File: src/rtl/shift_req_queue.sv
// Request FIFO and registered result slot in front of the 32-bit barrel shifter.
// Optional `SHIFT_REQ_QUEUE_STATS_EN adds saturating res_count/stall_count outputs.
module shift_req_queue #(
  parameter int DEPTH = 4,
  parameter int CW    = $clog2(DEPTH + 1)
) (
  input  logic          clk,
  input  logic          rst_n,
  input  logic          flush,
  input  logic          in_valid,
  output logic          in_ready,
  input  logic [31:0]   in_data,
  input  logic [7:0]    in_cmd,
  output logic [31:0]   sh_data,
  output logic [7:0]    sh_cmd,
  input  logic [31:0]   sh_out,
  output logic          res_valid,
  input  logic          res_ready,
  output logic [31:0]   res_data,
  output logic [7:0]    res_cmd,
  output logic [CW-1:0] occupancy
`ifdef SHIFT_REQ_QUEUE_STATS_EN
  ,
  output logic [15:0]   res_count,
  output logic [15:0]   stall_count
`endif
);

  localparam int AW = $clog2(DEPTH);

  logic [31:0]   data_mem [DEPTH];
  logic [7:0]    cmd_mem  [DEPTH];
  logic [AW-1:0] wr_ptr;
  logic [AW-1:0] rd_ptr;
  logic [CW-1:0] count;
  logic          nonempty;
  logic          slot_free;
  logic          push;
  logic          pop;

  assign occupancy = count;
  assign nonempty  = (count != '0);
  // No write-through: a full queue refuses even when the head is leaving.
  assign in_ready  = (count != CW'(DEPTH));
  assign push      = in_valid & in_ready;
  assign slot_free = ~res_valid | res_ready;
  assign pop       = nonempty & slot_free;

  assign sh_data = nonempty ? data_mem[rd_ptr] : '0;
  assign sh_cmd  = nonempty ? cmd_mem[rd_ptr]  : '0;

  always_ff @(posedge clk) begin
    if (push && !flush) begin
      data_mem[wr_ptr] <= in_data;
      cmd_mem[wr_ptr]  <= in_cmd;
    end
  end

  always_ff @(posedge clk or negedge rst_n) begin
    if (!rst_n) begin
      wr_ptr <= '0;
      rd_ptr <= '0;
      count  <= '0;
    end else if (flush) begin
      wr_ptr <= '0;
      rd_ptr <= '0;
      count  <= '0;
    end else begin
      if (push) wr_ptr <= wr_ptr + AW'(1);
      if (pop)  rd_ptr <= rd_ptr + AW'(1);
      case ({push, pop})
        2'b10:   count <= count + CW'(1);
        2'b01:   count <= count - CW'(1);
        default: count <= count;
      endcase
    end
  end

  // flush clears only the valid flag; the last result stays readable.
  always_ff @(posedge clk or negedge rst_n) begin
    if (!rst_n) begin
      res_valid <= 1'b0;
      res_data  <= '0;
      res_cmd   <= '0;
    end else if (flush) begin
      res_valid <= 1'b0;
    end else if (pop) begin
      res_valid <= 1'b1;
      res_data  <= sh_out;
      res_cmd   <= sh_cmd;
    end else if (res_ready) begin
      res_valid <= 1'b0;
    end
  end

`ifdef SHIFT_REQ_QUEUE_STATS_EN
  logic handshake;
  logic stalled;

  assign handshake = res_valid & res_ready;
  assign stalled   = in_valid & ~in_ready;

  always_ff @(posedge clk or negedge rst_n) begin
    if (!rst_n) begin
      res_count   <= '0;
      stall_count <= '0;
    end else if (flush) begin
      res_count   <= '0;
      stall_count <= '0;
    end else begin
      if (handshake && res_count != 16'hFFFF)  res_count   <= res_count + 16'd1;
      if (stalled && stall_count != 16'hFFFF)  stall_count <= stall_count + 16'd1;
    end
  end
`endif

endmodule

File: config.mk
export PLATFORM = sky130hd
export DESIGN_NAME = shift_req_queue
export DESIGN_NICKNAME = d
export VERILOG_FILES = /design/src/rtl/shift_req_queue.sv
export SDC_FILE = /design/constraint.sdc
export NUM_CORES = 1
export LEC_CHECK = 0
export BUFFER_PORTS_ARGS = -buffer_cell sky130_fd_sc_hd__buf_2
export CORE_MARGIN = 5
export CORE_UTILIZATION = 59
export DETAILED_ROUTE_END_ITERATION = 6
export PLACE_DENSITY = 0.93
export SETUP_SLACK_MARGIN = 0.3
export SYNTH_ARGS = -nofsm -noshare
export SYNTH_HDL_FRONTEND = slang
export SYNTH_SLANG_ARGS = --single-unit
File: constraint.sdc
create_clock -name clk -period 5.7 [get_ports clk]
set_input_delay 0.285 -clock clk [delete_from_list [all_inputs] [get_ports clk]]
set_output_delay 0.285 -clock clk [all_outputs]
set_load 0.01 [all_outputs]
==> out/metrics.csv, run 1 <==
stage,metric,value,unit
setup_path,crit end category,primary output,
sta,f_max,0.371,GHz
clock_tree,"Clk Latency, worst-skew pair",0.48,ns
power,sequential power share,42.5,%
final_layout,area growth from synthesis to layout,19.7,%
detailed_routing,total number of vias,4132,
logic_synthesis,sequential share of the synthesized area,74.9,%
logic_synthesis,number of warnings issued by yosys,0,
logic_synthesis,cells after synthesis,393,
logic_synthesis,Commonest cells post-synth,"edfxtp_1, dfrtp_1, nor2b_1, mux2_2, mux4_2",
run,Max-Cap Viols,0,
detailed_routing,1st-pass router iterations,4,
sta,Hold WS,-0.0160,ns
power,Clk network pwr share,25.7,%
clock_tree,CTS tree,built,
run_status,status,"finished, violations left",
floorplanning,io pins,162,
floorplanning,Initial Util,60.3,%
clock_tree,CTS Sinks,208,
setup_path,Worst Setup Start Kind,register,
logic_synthesis,top_reg_cell synth,edfxtp_1,
final_layout,share of cells above drive strength 1,49.0,%
power,P_int,3.34,mW
power,Max IR drop VDD,0.301,mV
logic_synthesis,Yosys reg bits,208,
setup_path,WP data required,5.41,ns
clock_tree,CTS Hold Buffers Added,0,
setup_path,worst r2r src,occupancy[0],
floorplanning,Core ar.,13300,um2
power,Comb power frac,31.9,%
detailed_routing,DRC violations left,0,
clock_tree,"Reg clk slew, reported paths",0.06,ns
sta,final slew viol count,0,
power,Net Switching,1.42,mW
logic_synthesis,syn_area_per_cell,20.4,um2
power,Sw Ratio,29.9,%
clock_tree,CTS H-tree depth,1,
detailed_routing,Avg WL per Cell,20.6,um
final_layout,number of antenna diodes,0,
power,PD cells,496,nW/um2
floorplanning,die footprint,16000,um2
floorplanning,DIE WIDTH,127,um
sta,Hold Fails Final Rpt,21,
logic_synthesis,number of synthesized flops with an enable pin,160,
sta,Final Setup Violations,0,
setup_path,Worst Path Arrival,2.41,ns
sta,skew final,0.00953,ns
logic_synthesis,top post-synthesis cells by area,"edfxtp_1, dfrtp_1, mux4_2, mux2_2, nor2b_1",
clock_tree,post-CTS setup buffer count,0,
logic_synthesis,mapped cell area,8020,um2
logic_synthesis,top-count cell post-synth,edfxtp_1,
logic_synthesis,"FFs w/ async S/R, synth",23.1,%
floorplanning,Die H,127,um
placement,I/O Buffers,161,
setup_path,"Max FO, Critical Path",43,
detailed_routing,WL final,15400,um
clock_tree,Resize count post-CTS,0,
clock_tree,deepest clock path buffer count,3,
global_routing,first-pass GRT wire length,24500,um
detailed_routing,via/cell ratio,5.53,
logic_synthesis,Unique masters post-synth,30,
placement,Final GP Congestion,0.822,
clock_tree,TritonCTS Buffers,21,
sta,setup_tns,0,ns
logic_synthesis,Synth area leader,edfxtp_1,
sta,period utilisation layout,47.3,%
power,overall power,4.76,mW
worst_hold_path,worst hold path type,input pin to asynchronous set/reset pin,
global_routing,Total GRT Usage,19.5,%
detailed_routing,antenna-violating nets left,0,
sta,Tmin final,2.70,ns
placement,DPL Wire Length,9630,um
sta,relative slew slack,26.9,%
setup_path,Critical path origin,rd_ptr[0],
final_layout,fill count,826,
run_status,violated checks,hold timing,
sta,unrepaired setup endpoints after global routing,no,
global_routing,antenna violations before repair,1,
clock_tree,root buffer cell,clkbuf_16,
logic_synthesis,syn_nets,475,
power,Pleak,3.61,nW
setup_path,critical path type,register to primary output,
logic_synthesis,Synth top area share,59.9,%
global_routing,total congestion overflow,0,
sta,Slew @ Worst Pin,1.10,ns
global_routing,largest net degree at the start of global routing,49,
global_routing,vias in the first global route,4432,
detailed_routing,DRT iter0 DRCs,209,
final_layout,nets,642,
floorplanning,row count,42,
layout by cell type (no fill, tap or decap), types with 2 or more instances in the layout:
| master | synthesis | final |
|---|---|---|
| clkbuf_1 | 6 | 5 |
| dfrtp_2 | 0 | 2 |
| buf_4 | 0 | 3 |
| nor2b_1 | 43 | 43 |
| clkbuf_16 | 0 | 21 |
| clkinv_1 | 0 | 4 |
| clkinv_2 | 0 | 3 |
| nor3_2 | 0 | 2 |
| mux4_2 | 40 | 40 |
| ha_1 | 4 | 4 |
| xnor2_1 | 2 | 2 |
| and2_2 | 0 | 4 |
| nand2b_1 | 3 | 3 |
| edfxtp_1 | 160 | 160 |
| a21oi_1 | 3 | 3 |
| buf_2 | 12 | 161 |
| inv_1 | 3 | 3 |
| nor2_1 | 5 | 5 |
| nand2_1 | 2 | 2 |
| mux2_2 | 40 | 40 |
| dfrtp_1 | 48 | 46 |
state kept, by name, summed over array words and instances, names as in the netlist:
signal	cells
wr_ptr	2
res_data	32
rd_ptr	2
res_cmd	8
data_mem	128
cmd_mem	32
res_valid	1
occupancy	3
layer usage:
metal	vias up	GRT usage, %	share of wire [%]
met1	2071	25.7	40
met3	21	5.55	9.1
met5	-	0	0.071
li1	1866	-	-
met4	2	4.16	1.5
met2	172	33.0	50
cells by family after synthesis:
logic type | after synthesis | share of synthesized area, %
xor gates and xnor gates | 2 | 0.218
AOI/OAI and AO/OA | 7 | 0.608
buffers and inverters | 23 | 1.26
muxes | 83 | 17.3
and+or+nand+nor | 65 | 4.87
DFF | 208 | 74.9
adders and majority gates | 5 | 0.874
critical path: stages, from the launching register on:
cell and delay [ns]:
dfrtp_2 0.33, buf_4 0.63, mux4_2 0.61, nor2b_1 0.17
buf_2 0.17
power by group through the flow:
stage	Combinational [mW]	Sequential, mW	Clock (mW)
2_1_floorplan	0.928	2.08	0
3_3_place_gp	1.50	2.03	0
3_5_place_dp	1.54	2.05	0
4_1_cts	1.56	2.03	1.25
5_1_grt	1.66	2.05	1.33
6_report	1.52	2.02	1.22
area by class of cell:
type	count	area (um2)	share of cell area, %
Inverter	3	11.3	0.117
Sequential cell	208	6010	62.6
Tap cell	176	220	2.29
Clock inverter	8	60.1	0.625
Multi-Input combinational cell	162	1930	20.1
Clock buffer	26	544	5.67
Timing Repair Buffer	164	828	8.63
stage by stage:
stage | util, % | setup WS [ns] | instances | cell area (um2)
after floorplan | - | 3.29 | 393 | 8020
after global placement | 67.7 | 3.42 | 713 | 9000
after detailed placement | 67.7 | 3.29 | 713 | 9000
after CTS | 72.2 | 2.92 | 747 | 9600
after global routing | 72.2 | 2.80 | 747 | 9600
final | 72.2 | 3.00 | 747 | 9600
worst paths after layout:
| path | end | slack (ns) | cells past startpoint |
|---|---|---|---|
| worst max-delay path | sh_data[17] | 3.00 | 4 |
| worst min-delay path | res_data[21] | -0.02 | 1 |
| worst max register to register | data_mem[1][6] | 3.30 | 4 |
| worst min register to register | res_data[13] | 0.50 | 1 |
| max in group asynchronous | rd_ptr[0] | 5.02 | 1 |
| min in group clk | data_mem[2][16] | 0.02 | 1 |
Power figures use the tool's default switching activity.
==> run 2, diff against run 1 <==
--- a/config.mk
+++ b/config.mk
@@ -7,9 +7,9 @@
 export LEC_CHECK = 0
 export BUFFER_PORTS_ARGS = -buffer_cell sky130_fd_sc_hd__buf_2
 export CORE_MARGIN = 5
-export CORE_UTILIZATION = 59
+export CORE_UTILIZATION = 55
 export DETAILED_ROUTE_END_ITERATION = 6
-export PLACE_DENSITY = 0.93
+export PLACE_DENSITY = 0.88
 export SETUP_SLACK_MARGIN = 0.3
 export SYNTH_ARGS = -nofsm -noshare
 export SYNTH_HDL_FRONTEND = slang
==> constraint.sdc (replaced) <==
create_clock -name clk -period 2.5 [get_ports clk]
set_input_delay 0.125 -clock clk [delete_from_list [all_inputs] [get_ports clk]]
set_output_delay 0.125 -clock clk [all_outputs]
set_load 0.01 [all_outputs]
==> run 2 against run 1 <==
Effect of this change:
- the flow now finishes without violations
- via count increased by 9.7%
- non-clock buffer count increased by 100
- critical path depth unchanged
- worst hold slack better by 0.22 ns
- combinational power grew to 3.0 times the previous value
- register-to-register slack got worse by 3.0 ns
- sequential share of layout area decreased by 8.0 points
- count of clock-buffer cells in the layout unchanged
- critical endpoint is now data_mem[0][28]
- clock skew is 0.0048 ns higher
- total power increased to 2.6 times the previous value
- design area grew 15%
- flip-flop and latch count stayed put
- critical path type is now register to register
- largest cell class unchanged
==> out/metrics.csv, run 2 (synthesized netlist as in run 1, its figures left out) <==
stage,metric,value,unit
floorplanning,io pins,162,
final_layout,fill count,746,
final_layout,max reg flops,128,
global_routing,routing usage on met3,5.41,%
floorplanning,Die H,131,um
setup_path,reg2reg end,data_mem[0][28],
detailed_routing,1st-pass router iterations,4,
global_routing,GR Util met2,34.8,%
final_layout,nets,743,
placement,I/O Buffers,161,
final_layout,Largest Register,data_mem,
final_layout,share of cells above drive strength 1,48.2,%
detailed_routing,total number of vias,4532,
global_routing,layer with the highest usage,met2,
setup_path,Worst Setup Start Kind,register,
sta,unrepaired setup endpoints after global routing,yes,
sta,Slew @ Worst Pin,1.07,ns
clock_tree,TritonCTS Buffers,22,
detailed_routing,WL final,17500,um
run,Max-Cap Viols,0,
sta,Tmin final,2.25,ns
sta,final slew viol count,0,
global_routing,Total GRT Usage,19.6,%
final_layout,Top Registers,"data_mem: 128 flops, cmd_mem: 32 flops, res_data: 32 flops",
power,Pleak,4.24,nW
sta,worst setup margin,0.250,ns
final_layout,"commonest non-fill, non-tap cell in the layout",edfxtp_1,
sta,period utilisation layout,90.0,%
clock_tree,CTS tree,built,
detailed_routing,Avg WL per Cell,20.3,um
power,PD cells,1120,nW/um2
setup_path,FF-to-FF setup slack,0.25,ns
sta,f_max,0.444,GHz
sta,Hold Fails Final Rpt,0,
setup_path,Crit path largest cell delay,0.89,ns
setup_path,Worst Path Arrival,2.37,ns
setup_path,worst r2r src,occupancy[2],
global_routing,vias in the first global route,4765,
worst_hold_path,worst hold path type,input pin to asynchronous set/reset pin,
final_layout,Util after Layout,76.4,%
clock_tree,CTS H-tree depth,1,
floorplanning,row count,44,
setup_path,Register-to-Register Path Depth,4,
final_layout,"commonest non-fill, non-tap cells in the layout","edfxtp_1, buf_2, dlygate4sd3_1, dfrtp_1",
sta,Final Setup Violations,0,
detailed_routing,DRC violations left,0,
power,Max IR drop VDD,1.05,mV
sta,Hold WS,0.205,ns
global_routing,GRT met1 Usage,24.2,%
floorplanning,Core ar.,14400,um2
final_layout,area growth from synthesis to layout,37.3,%
setup_path,critical path type,register to register,
detailed_routing,antenna-violating nets left,0,
clock_tree,"Clk Latency, worst-skew pair",0.50,ns
placement,Final GP Congestion,0.733,
clock_tree,deepest clock path buffer count,3,
sta,setup_tns,0,ns
placement,DPL Wire Length,10200,um
placement,pre-CTS setup slack,0.201,ns
final_layout,Multi-input gate area,2020,um2
setup_path,Worst path top cell family by delay,simple AND/OR/NAND/NOR gates,
detailed_routing,DRT iter0 DRCs,239,
sta,relative slew slack,28.5,%
setup_path,"Slowest-stage cell, CP",and2_2,
detailed_routing,via/cell ratio,5.26,
clock_tree,CTS Sinks,208,
global_routing,largest net degree at the start of global routing,41,
floorplanning,DIE WIDTH,131,um
final_layout,Sequential Area,6010,um2
global_routing,first-pass GRT wire length,25600,um
floorplanning,die footprint,17100,um2
setup_path,CP Buf/Inv Count,0,
setup_path,WP data required,2.62,ns
setup_path,critical-path cell list,"or3b_4, nand2_1, nor2_1, and2_2",
global_routing,total congestion overflow,0,
setup_path,"Max FO, Critical Path",40,
global_routing,antenna violations before repair,1,
run_status,status,"finished, final reports clean",
clock_tree,root buffer cell,clkbuf_16,
clock_tree,"Reg clk slew, reported paths",0.06,ns
floorplanning,Initial Util,55.6,%
sta,skew final,0.0143,ns
setup_path,crit end category,register,
-- run 2: how the worst max path moves through the flow --
| stage | start | end | cells past startpoint |
|---|---|---|---|
| 2_1_floorplan | occupancy[0] | occupancy[2] | 7 |
| 3_3_place_gp | occupancy[2] | data_mem[1][9] | 4 |
| 3_5_place_dp | occupancy[2] | data_mem[0][9] | 4 |
| 4_1_cts | occupancy[2] | data_mem[1][19] | 4 |
| 5_1_grt | occupancy[2] | data_mem[3][19] | 4 |
| 6_report | occupancy[2] | data_mem[0][28] | 4 |
-- run 2: metrics by stage --
step | instances | instance area (um2) | total power, mW
after floorplan | 393 | 8030 | 6.85
after global placement | 728 | 9070 | 8.15
after detailed placement | 728 | 9070 | 8.26
after CTS | 850 | 10600 | 11.7
after global routing | 862 | 11000 | 12.9
final | 862 | 11000 | 12.3
-- run 2: what timing repair did --
item                       in CTS  in global routing
setup endpoints to repair     200                196
buffers inserted                3                  8
hold buffers                   78                  0
hold endpoints to repair      224                  0
pin swaps                       0                  0
gates cloned                    1                  3
resized for setup               4                 51
-- run 2: worst reg2reg max path: stages, from the launching register on --
cell,delay (ns)
dfrtp_1,0.43
or3b_4,0.29
nand2_1,0.07
nor2_1,0.17
and2_2,0.89
-- run 2: where the power goes --
group	switching [mW]	leakage, nW	internal (mW)
combinational	2.12	1.85	2.41
clock	1.31	0.364	1.91
sequential	0.272	2.03	4.29
-- run 2: layout make-up --
type	instances	area share [%]
clock inverter	14	1.27
timing repair buffer	264	18.2
antenna	1	0.0227
tap	184	2.09
sequential	208	54.6
clock buffer	26	5.33
multi-input combinational	162	18.4
inverter	3	0.102
-- run 2: metal layers --
| metal | part of all wire, % | vias up |
|---|---|---|
| met2 | 51 | 221 |
| met5 | 0 | - |
| met4 | 2.0 | 0 |
| li1 | - | 2074 |
| met3 | 9.2 | 29 |
| met1 | 38 | 2208 |
